==> src/rtl/fractal_pkg.sv <==
// Shared types and constants for the fractal scheduler and its slot tracking.
package fractal_pkg;

    localparam int DATA_WIDTH     = 32;
    localparam int FRAC_BITS      = 28;
    localparam int PIPELINE_DEPTH = 9;
    localparam int MAX_ITER       = 255;
    localparam int TAG_WIDTH      = 20;
    localparam int ITER_WIDTH     = 8;

    typedef struct packed {
        logic                 valid;
        logic [TAG_WIDTH-1:0] tag;
    } slot_meta_t;

    typedef struct packed {
        logic [ITER_WIDTH-1:0] iter;
        logic [TAG_WIDTH-1:0]  tag;
    } result_t;

    // What the scheduler does with the kernel slot presented this cycle.
    typedef enum logic [1:0] {
        SLOT_RECIRC,
        SLOT_INJECT,
        SLOT_BUBBLE
    } slot_action_t;

endpackage

==> src/rtl/fractal_slot_pipe.sv <==
// Resettable delay line of slot metadata, aligned with the kernel latency.
module fractal_slot_pipe
    import fractal_pkg::*;
#(
    parameter int DEPTH = PIPELINE_DEPTH
) (
    input  logic       clk,
    input  logic       reset,
    input  slot_meta_t din,
    output slot_meta_t dout
);

    slot_meta_t stages [DEPTH];

    // Shift metadata one stage per cycle; reset clears every valid bit.
    always_ff @(posedge clk) begin
        if (reset) begin
            for (int unsigned i = 0; i < DEPTH; i++) begin
                stages[i] <= '0;
            end
        end else begin
            stages[0] <= din;
            for (int unsigned i = 1; i < DEPTH; i++) begin
                stages[i] <= stages[i-1];
            end
        end
    end

    assign dout = stages[DEPTH-1];

endmodule

==> src/rtl/fractal_scheduler.sv <==
// Issue/recirculation controller for fractal_kernel: injects new pixels into
// free slots, recirculates unfinished ones and retires finished results.
module fractal_scheduler #(
    parameter int PIPELINE_DEPTH = fractal_pkg::PIPELINE_DEPTH,
    parameter int DATA_WIDTH     = fractal_pkg::DATA_WIDTH,
    parameter int TAG_WIDTH      = fractal_pkg::TAG_WIDTH
) (
    input  logic                  clk,
    input  logic                  reset,
    input  logic                  s_valid,
    output logic                  s_ready,
    input  logic [DATA_WIDTH-1:0] s_cr,
    input  logic [DATA_WIDTH-1:0] s_ci,
    input  logic [TAG_WIDTH-1:0]  s_tag,
    output logic [DATA_WIDTH-1:0] k_zr,
    output logic [DATA_WIDTH-1:0] k_zi,
    output logic [DATA_WIDTH-1:0] k_cr,
    output logic [DATA_WIDTH-1:0] k_ci,
    output logic [7:0]            k_iter,
    output logic                  k_finished,
    output logic                  k_inc_enabled,
    input  logic [DATA_WIDTH-1:0] k_zr_ret,
    input  logic [DATA_WIDTH-1:0] k_zi_ret,
    input  logic [DATA_WIDTH-1:0] k_cr_ret,
    input  logic [DATA_WIDTH-1:0] k_ci_ret,
    input  logic [7:0]            k_iter_ret,
    input  logic                  k_finished_ret,
    output logic                  m_valid,
    input  logic                  m_ready,
    output logic [7:0]            m_iter,
    output logic [TAG_WIDTH-1:0]  m_tag
);

    import fractal_pkg::*;

    slot_meta_t   slot;
    slot_meta_t   push;
    slot_action_t action;
    result_t      out_q;
    logic         m_valid_q;
    logic         retire;
    logic         slot_free;

    // The slot whose data is on k_*_ret right now.
    fractal_slot_pipe #(
        .DEPTH(PIPELINE_DEPTH)
    ) u_slot_pipe (
        .clk  (clk),
        .reset(reset),
        .din  (push),
        .dout (slot)
    );

    // A finished slot leaves only when the output register can take it;
    // otherwise it keeps circulating with its iteration count frozen.
    assign retire    = slot.valid && k_finished_ret && (!m_valid_q || m_ready);
    assign slot_free = !slot.valid || retire;
    assign s_ready   = slot_free && !reset;

    // Choose what enters the kernel this cycle.
    always_comb begin
        action = SLOT_BUBBLE;
        if (reset) begin
            action = SLOT_BUBBLE;
        end else if (!slot_free) begin
            action = SLOT_RECIRC;
        end else if (s_valid) begin
            action = SLOT_INJECT;
        end
    end

    // Drive kernel inputs and the metadata pushed alongside them.
    always_comb begin
        k_zr          = '0;
        k_zi          = '0;
        k_cr          = '0;
        k_ci          = '0;
        k_iter        = '0;
        k_finished    = 1'b1;
        k_inc_enabled = 1'b0;
        push          = '0;
        case (action)
            SLOT_RECIRC: begin
                k_zr          = k_zr_ret;
                k_zi          = k_zi_ret;
                k_cr          = k_cr_ret;
                k_ci          = k_ci_ret;
                k_iter        = k_iter_ret;
                k_finished    = k_finished_ret;
                k_inc_enabled = !k_finished_ret;
                push          = slot;
            end
            SLOT_INJECT: begin
                k_cr          = s_cr;
                k_ci          = s_ci;
                k_finished    = 1'b0;
                k_inc_enabled = 1'b1;
                push          = '{valid: 1'b1, tag: s_tag};
            end
            default: begin
            end
        endcase
    end

    // Output register: load on retirement, hold while stalled.
    always_ff @(posedge clk) begin
        if (reset) begin
            m_valid_q <= 1'b0;
            out_q     <= '0;
        end else if (retire) begin
            m_valid_q <= 1'b1;
            out_q     <= '{iter: k_iter_ret, tag: slot.tag};
        end else if (m_ready) begin
            m_valid_q <= 1'b0;
        end
    end

    assign m_valid = m_valid_q;
    assign m_iter  = out_q.iter;
    assign m_tag   = out_q.tag;

endmodule

==> config.mk <==
export PLATFORM = sky130hd
export DESIGN_NAME = fractal_scheduler
export DESIGN_NICKNAME = d
export VERILOG_FILES = /design/src/rtl/fractal_pkg.sv /design/src/rtl/fractal_slot_pipe.sv /design/src/rtl/fractal_scheduler.sv
export SDC_FILE = /design/constraint.sdc
export NUM_CORES = 1
export LEC_CHECK = 0
export BUFFER_PORTS_ARGS = -buffer_cell sky130_fd_sc_hd__clkbuf_2
export CAP_MARGIN = 20
export CORE_AREA = 2 2 154 156
export CTS_BUF_LIST = sky130_fd_sc_hd__clkbuf_4 sky130_fd_sc_hd__clkbuf_8 sky130_fd_sc_hd__clkbuf_16
export DETAILED_ROUTE_END_ITERATION = 10
export DIE_AREA = 0 0 156 158
export GPL_ROUTABILITY_DRIVEN = 0
export PLACE_DENSITY = 0.69
export SYNTH_ARGS = -nofsm -noshare
export SYNTH_HDL_FRONTEND = slang
export SYNTH_HIERARCHICAL = 1
export SYNTH_SLANG_ARGS = --single-unit
==> constraint.sdc <==
create_clock -name clk -period 1.47 [get_ports clk]
set_input_delay 0.147 -clock clk [delete_from_list [all_inputs] [get_ports clk]]
set_output_delay 0.147 -clock clk [all_outputs]
set_load 0.01 [all_outputs]
Yosys cells after proc, flatten, opt, wreduce, memory -nomap -nowiden
Memories as Yosys holds them, arrays and structs flattened. Cells that the tools add are included. Widths: inputs -> output; s select.

Reductions and logical operators: 11. Eq/ne operators: 1. Mux-type cells: 25. Bitwise operators: 9.

Operators by type and width (number): $mux 21 (9); $pmux 32 s2 (2); $mux 32 (2); $pmux 21 s2 (1); $or 1x1->1 (9); $mux 8 (1); $mux 2 (3); $mux 1 (5); $logic_not 1->1 (4); $pmux 1 s2 (2); $logic_and 1x1->1 (3); $eq 2x1->1 const B (1); $logic_not 2->1 (1); $logic_or 1x1->1 (2); $reduce_bool 2->1 (1).

Memories kept: 1. Output and inout port bits: 168. Memory bits (writable): 189. Register bits after elaboration: 29. Logic and storage cells: 50. Input port bits: 225.

Memory list: u_slot_pipe.stages (depth 9, width 21, rd ports 9, clocked after memory_dff 0, wr ports 9, line fractal_slot_pipe.sv:13) `slot_meta_t stages [DEPTH];`.

Depth between registers and ports, before layout
Gate-level depths: netlist (run 1).

Word-level depth: 9. Mapped depth: 7. Depth with buffers taken out: 4.

Cells and area by module
Netlist (run 1), hierarchy kept.

By module, submodules not included: fractal_slot_pipe (cells an instance 420, sequential area each 3783.6 um^2, area each 5805.6 um^2, instances 1); fractal_scheduler (cells an instance 429, sequential area each 580.6 um^2, area each 3306.9 um^2, instances 1).

Worst setup path after synthesis (run 1)
No wires, ideal clock.

Kind: register -> output. Start: register m_valid_q, in the netlist m_valid. End: output port k_ci[0]. Arrival: 1.154 ns. Buffers on the path: 2. Slack: 0.169 ns. Required time: 1.323 ns. Stages on the path, launching flop included: 6. Path through: dfxtp_1 -> nand2b_2 -> a21oi_2 -> buf_6 -> buf_6 -> o2bb2ai_1.

Word-level cells in the longest chain between the ends: 8. Elaborated cells between the ends (all ways): 9. Those cells by class: eq/ne: 1; mux: 3; reduce/logical: 5.

Ends and longest elaborated chain: start, declared (line fractal_scheduler.sv:40) `logic m_valid_q;`; start signal, assigned (line fractal_scheduler.sv:108) `m_valid_q <= 1'b0;`; start signal, assigned (line fractal_scheduler.sv:111) `m_valid_q <= 1'b1;`; start signal, assigned (line fractal_scheduler.sv:114) `m_valid_q <= 1'b0;`; $logic_not 1->1 * (line fractal_scheduler.sv:56) `assign retire = slot.valid && k_finished_ret && (!m_valid_q || m_ready);`; $logic_or 1x1->1 * (line fractal_scheduler.sv:56); $logic_and 1x1->1 * (line fractal_scheduler.sv:56); $logic_or 1x1->1 * (line fractal_scheduler.sv:57) `assign slot_free = !slot.valid || retire;`; $mux 2 * (line fractal_scheduler.sv:65) `end else if (!slot_free) begin`; $mux 2 * (line fractal_scheduler.sv:63) `if (reset) begin`; $eq 2x1->1 or $logic_not 2->1 (tied branches) (line fractal_scheduler.sv:82) `case (action)`; $pmux 32 s2 * (line fractal_scheduler.sv:82); end, declared (line fractal_scheduler.sv:18) `output logic [DATA_WIDTH-1:0] k_ci,`.

Every way passes the cells marked *; elsewhere a longest branch is shown, timed or not.

Worst setup path after layout (run 1)
Start: register m_valid_q, in the netlist m_valid. End: output port k_zi[29].

Word-level cells in the longest chain between the ends: 8.

Ends and longest elaborated chain: $logic_not 1->1 (line fractal_scheduler.sv:56); $logic_or 1x1->1 (line fractal_scheduler.sv:56); $logic_and 1x1->1 (line fractal_scheduler.sv:56); $logic_or 1x1->1 (line fractal_scheduler.sv:57); $mux 2 (line fractal_scheduler.sv:65); $mux 2 (line fractal_scheduler.sv:63); $logic_not 2->1 (line fractal_scheduler.sv:82); $mux 32 (line fractal_scheduler.sv:82); end, declared (line fractal_scheduler.sv:16) `output logic [DATA_WIDTH-1:0] k_zi,`.

Every way passes these cells.

==> results of run 1 <==
## stage by stage
stage	cell area, um^2	setup TNS [ps]	util
2_1_floorplan	9110	0	-
3_3_place_gp	11200	-54.1	0.484
3_5_place_dp	11200	-582	0.484
4_1_cts	12200	-60060	0.531
5_1_grt	13200	-72340	0.574
6_report	13200	-63180	0.574
## power by group through the flow
stage / sequential, mW / clock [mW] / combinational (mW)
floorplan: 6.08 / 0 / 0.434
detailed placement: 6.08 / 0 / 0.913
CTS: 5.95 / 5.77 / 0.945
finish: 5.95 / 5.67 / 1.02
global route: 5.95 / 6.00 / 1.09
global placement: 6.08 / 0 / 0.910
## final timing paths
check / from / end / slack, ps / cells after the start
max reg2reg: u_slot_pipe/stages[0][188] / u_slot_pipe/stages[0][3] / -80 / 8
max: m_valid / k_zi[29] / -520 / 7
min reg2reg: u_slot_pipe/stages[0][32] / u_slot_pipe/stages[0][53] / 420 / 1
min: s_tag[12] / u_slot_pipe/stages[0][12] / 20 / 4
## tightest hold or removal path: cells and delay by family
family | cells | cell delay [ps]
AND/OR/NAND/NOR | 2 | 170
AO/OA/AOI/OAI | 1 | 60
buffers and inverters | 1 | 80
## cell usage in the layout (no fill, tap or decap), types with 29 or more instances in the layout
cell	n
dfxtp_1	216
nand3b_1	85
buf_2	72
nor2b_2	61
clkbuf_16	32
clkbuf_2	282
a21oi_1	29
nor2b_1	89
buf_6	46
o2bb2ai_1	44
buf_4	32
and2_1	48
nor2b_4	41
## cells by family after synthesis
group | share of synthesized area
simple gates | 0.320
flops | 0.479
compound gates | 0.116
buf+inv | 0.0855
## sequential cells by signal, indices dropped and copies added (netlist names)
signal	count
m_iter	8
m_tag	20
m_valid	1
u_slot_pipe/stages	189
## cell type report
class                           instances  area (um^2)
Clock buffer                           32          662
Fill cell                            1951         9820
Sequential cell                       218         4370
Multi-Input combinational cell        528         4490
Timing Repair Buffer                  470         3250
Tap cell                              290          363
Clock inverter                         10         92.6
Antenna cell                            1         2.50
## layer usage
layer  vias up  global-route usage  wire, um
met5         -                   0        50
met4         8              0.0511       607
met3        52              0.0506      2180
met2       282               0.334     14000
met1      3532               0.288     12800
li1       3611                   -         -
## timing repair
item                                   4_1_cts  5_1_grt
gates resized for setup                     30      232
setup buffers                                7        9
setup endpoints to repair                  139      148
pin swaps                                    3       16
endpoints found under the hold margin        8        0
hold buffers                                 8        0
cloned                                       2       12
==> run metrics, run 1 <==
outcome finished, violations left; failing checks setup timing; crit-path cells nand2b_4, a21oi_4, buf_12, buf_12, buf_12, and2_1, buf_2; P_int 9.79 mW; final setup fails 154; area of the mapped netlist 0.00911 mm^2; P&R area growth vs syn 45.2%; drc violations 0; CP top delay family buffers and inverters; Area contributors post-synth dfxtp_1 (48%), o2bb2ai_1 (8.1%), nand3b_1 (7.0%); slew margin rel. 0.741; number of buffers created by CTS 23; Synth Net Count 1074; Total GRT Usage 0.210; Peak Freq 503 MHz; setup ws final -516 ps; Cell variety after synth 26; Max Slew Vio Count 0; warnings from Yosys 6; first-pass GRT wire length slightly below 40 mm; count leader, synth dfxtp_1; Top Ports 393; Required @ worst endpoint 1320 ps; RSZ-0062 raised after global routing true; CTS clk-pin slew, worst paths approximately 60 ps; top cell type's share of synthesized area 0.479; hold_ws between 15 and 20 ps; WP data arrival approximately 1800 ps; ys async rst share 0; remaining antenna violation count 0; Post-DP HPWL 20.3 mm; clk_lat worst skew slightly above 500 ps; Syn Inst Count 849; largest fanout on the critical path 17; Pwr Total between 10 and 15 mW; root buffer cell clkbuf_16; startpoint types register; Clock Sink Count 218; Hold Crit Class in -> reg; Die W 156 um; Final min period just under 2000 ps; Clk pwr share 0.448; crit path capture type primary output; sequential share of power 0.471; Syn Area/Cell ~11 um^2; Comb pwr share 0.081; Synth top cells by count dfxtp_1 (218), nor2b_1 (91), nand3b_1 (85); Die Y 158 um; drt total wl about 30 mm; leakage 5.66 nW; initial antenna violation count 6; Vias per Instance 4.83; placed insts 1474; gr ovfl total 0; H-tree Lvls 1; max incr delay on CP 350 ps; Final nets 1466; EDFF count, synth 0; First-pass DRT Iterations 4; Final period util 1.35; core area 0.0231 mm^2; worst-path cell with the longest stage delay dfxtp_2; Final Instance Count excl. Fillers between 1.5k and 2k; Row Count 56; Setup CP Type reg -> out; P_sw 2.86 mW; Main synth FF type dfxtp_1; Worst-Margin Slew 389 ps; largest net degree at the start of global routing 71; share of post-route cells with drive strength above 1 0.541; worst path buffer plus inverter count 4; post-synthesis sequential area ratio 0.479; Max IR drop VDD 0.764 mV; Die Area 0.0246 mm^2; port bufs approximately 390; Fin. Hold Viols 0; Initial Util 0.395; via count 7485; synthesized flop and latch total between 200 and 250; Max Buffers Root-to-Sink 3; Net Sw Frac 0.226; CTS tree built; routed len/inst 19.1 um; worst slack, placed -38.3 ps; DRT iter0 DRCs roughly 400; Clock Skew 24.4 ps; CP most frequent cell buf_12; Pwr Density 955 mW/mm^2; vias in the first global route 6784; area leader, netlist dfxtp_1; max_cap viols 0
Note: power is estimated with default switching activity, not from simulation.
==> inputs of run 2 (changes only) <==
CORE_AREA = 3 3 151 153   (was 2 2 154 156)
DIE_AREA = 0 0 154 156   (was 0 0 156 158)
PLACE_DENSITY = 0.72   (was 0.69)
==> run 2 against run 1 <==
Effect of this change: the run still ends with setup timing left; combinational power decreased by 5%; flip-flop and latch count unchanged; largest power group unchanged; sequential share of layout area increased by 0.39 points; critical path type unchanged; largest cell class is now sequential cells; highest routed layer unchanged; clock-buffer cell count decreased by 1.
==> run metrics, run 2 (synthesis results as in run 1) <==
outcome finished, violations left; failing checks setup timing; DRT iter0 DRCs 481; leakage 5.63 nW; RSZ-0062 raised after global routing true; final setup fails ~140; slew margin rel. 0.733; Clk pwr share 0.444; Pwr Density 952 mW/mm^2; Hold Crit Class in -> reg; Pwr Total about 12 mW; Final Instance Count excl. Fillers 1547; setup TNS -62640 ps; remaining antenna violation count 0; setup ws final -513 ps; number of buffers created by CTS 23; Final min period ~2000 ps; clk_lat worst skew 480 ps; largest net degree at the start of global routing 61; CTS clk-pin slew, worst paths 60 ps; hold_ws approximately 30 ps; Setup CP Type reg -> out; Top Ports between 300 and 400; routed len/inst 19.6 um; sequential share of power 0.478; First-pass DRT Iterations 5; Max Slew Vio Count 0; Total GRT Usage 0.223; initial antenna violation count 9; worst slack, placed -73.1 ps; Clock Skew 6.99 ps; P&R area growth vs syn 43.5%; Die Y 156 um; port bufs 392; max reg flops 189; Row Count 54; first-pass GRT wire length 42.3 mm; Initial Util 0.420; Post-DP HPWL 20.7 mm; via count 7680; CTS tree built; commonest non-fill, non-tap cells in the layout clkbuf_2 (264), dfxtp_1 (216), nor2b_1 (89); Die Area 0.0240 mm^2; largest reg by FF count u_slot_pipe/stages; P_sw about 2.8 mW; Fin. Hold Viols 0; Vias per Instance between 4 and 5; max_cap viols 0; core area 0.0217 mm^2; drc violations 0; Comb pwr share 0.078; Required @ worst endpoint 1320 ps; Worst-Margin Slew 400 ps; Die W 154 um; placed insts 1466; H-tree Lvls 1; drt total wl 30.4 mm; crit path capture type primary output; Max IR drop VDD 0.930 mV; Peak Freq 504 MHz; share of post-route cells with drive strength above 1 0.537; Net Sw Frac 0.221; Max Buffers Root-to-Sink 3; startpoint types register; P_int 9.70 mW; WP data arrival ~1800 ps; Clock Sink Count 218; gr ovfl total 0; root buffer cell clkbuf_16; largest fanout on the critical path 7; commonest non-fill, non-tap cell in the layout clkbuf_2; Final nets approximately 1.5k; vias in the first global route 7446; Final period util 1.35
-- run 2: path summary, 6_finish.rpt --
check / end / cells past startpoint / slack (ps) / start
setup / recovery: k_zr[10] / 6 / -510 / m_valid
hold / removal: u_slot_pipe/stages[0][1] / 4 / 30 / s_tag[1]
hold reg to reg: u_slot_pipe/stages[0][95] / 1 / 430 / u_slot_pipe/stages[0][74]
setup reg to reg: u_slot_pipe/stages[0][6] / 7 / 20 / m_valid
-- run 2: metrics by stage --
stage / util / instance area [um^2]
floorplan: - / 9110
global placement: 0.514 / 11100
detailed placement: 0.514 / 11100
CTS: 0.569 / 12300
global route: 0.603 / 13100
finish: 0.603 / 13100
-- run 2: critical path, stage by stage (launching register included) --
cell and delay [ps]:
dfxtp_2 350, nand2b_4 90, a21oi_4 190, buf_12 160
bufbuf_16 260, and2_1 140, buf_2 140
-- run 2: what timing repair did --
action | CTS | global route
resized for setup | 31 | 227
pin swaps | 2 | 39
cloned | 6 | 8
hold buffers | 8 | 0
endpoints found under the hold margin | 8 | 0
setup buffers | 5 | 8
setup endpoints to repair | 139 | 140
-- run 2: power by group through the flow --
stage	combinational, mW	clock [mW]	sequential, mW
finish	0.966	5.53	5.95
global route	1.04	5.89	5.95
detailed placement	0.903	0	6.08
global placement	0.902	0	6.08
CTS	0.933	5.66	5.95
floorplan	0.434	0	6.08
-- run 2: per-layer routing --
layer  global-route usage  vias to the layer above  share of wire
met5                    0                        -         0.0017
met4               0.0761                        8          0.030
met3               0.0502                       58          0.071
met2                0.376                      299           0.50
met1                0.283                     3669           0.40
li1                     -                     3646              -
-- run 2: cell type report --
class	instances	area (um^2)
well taps	280	350
clock buffers	31	648
fillers	1749	8610
multi-input cells	528	4240
clock inverters	10	90.1
repair buffers	474	3360
diodes	6	15.0
flip-flops and latches	218	4370
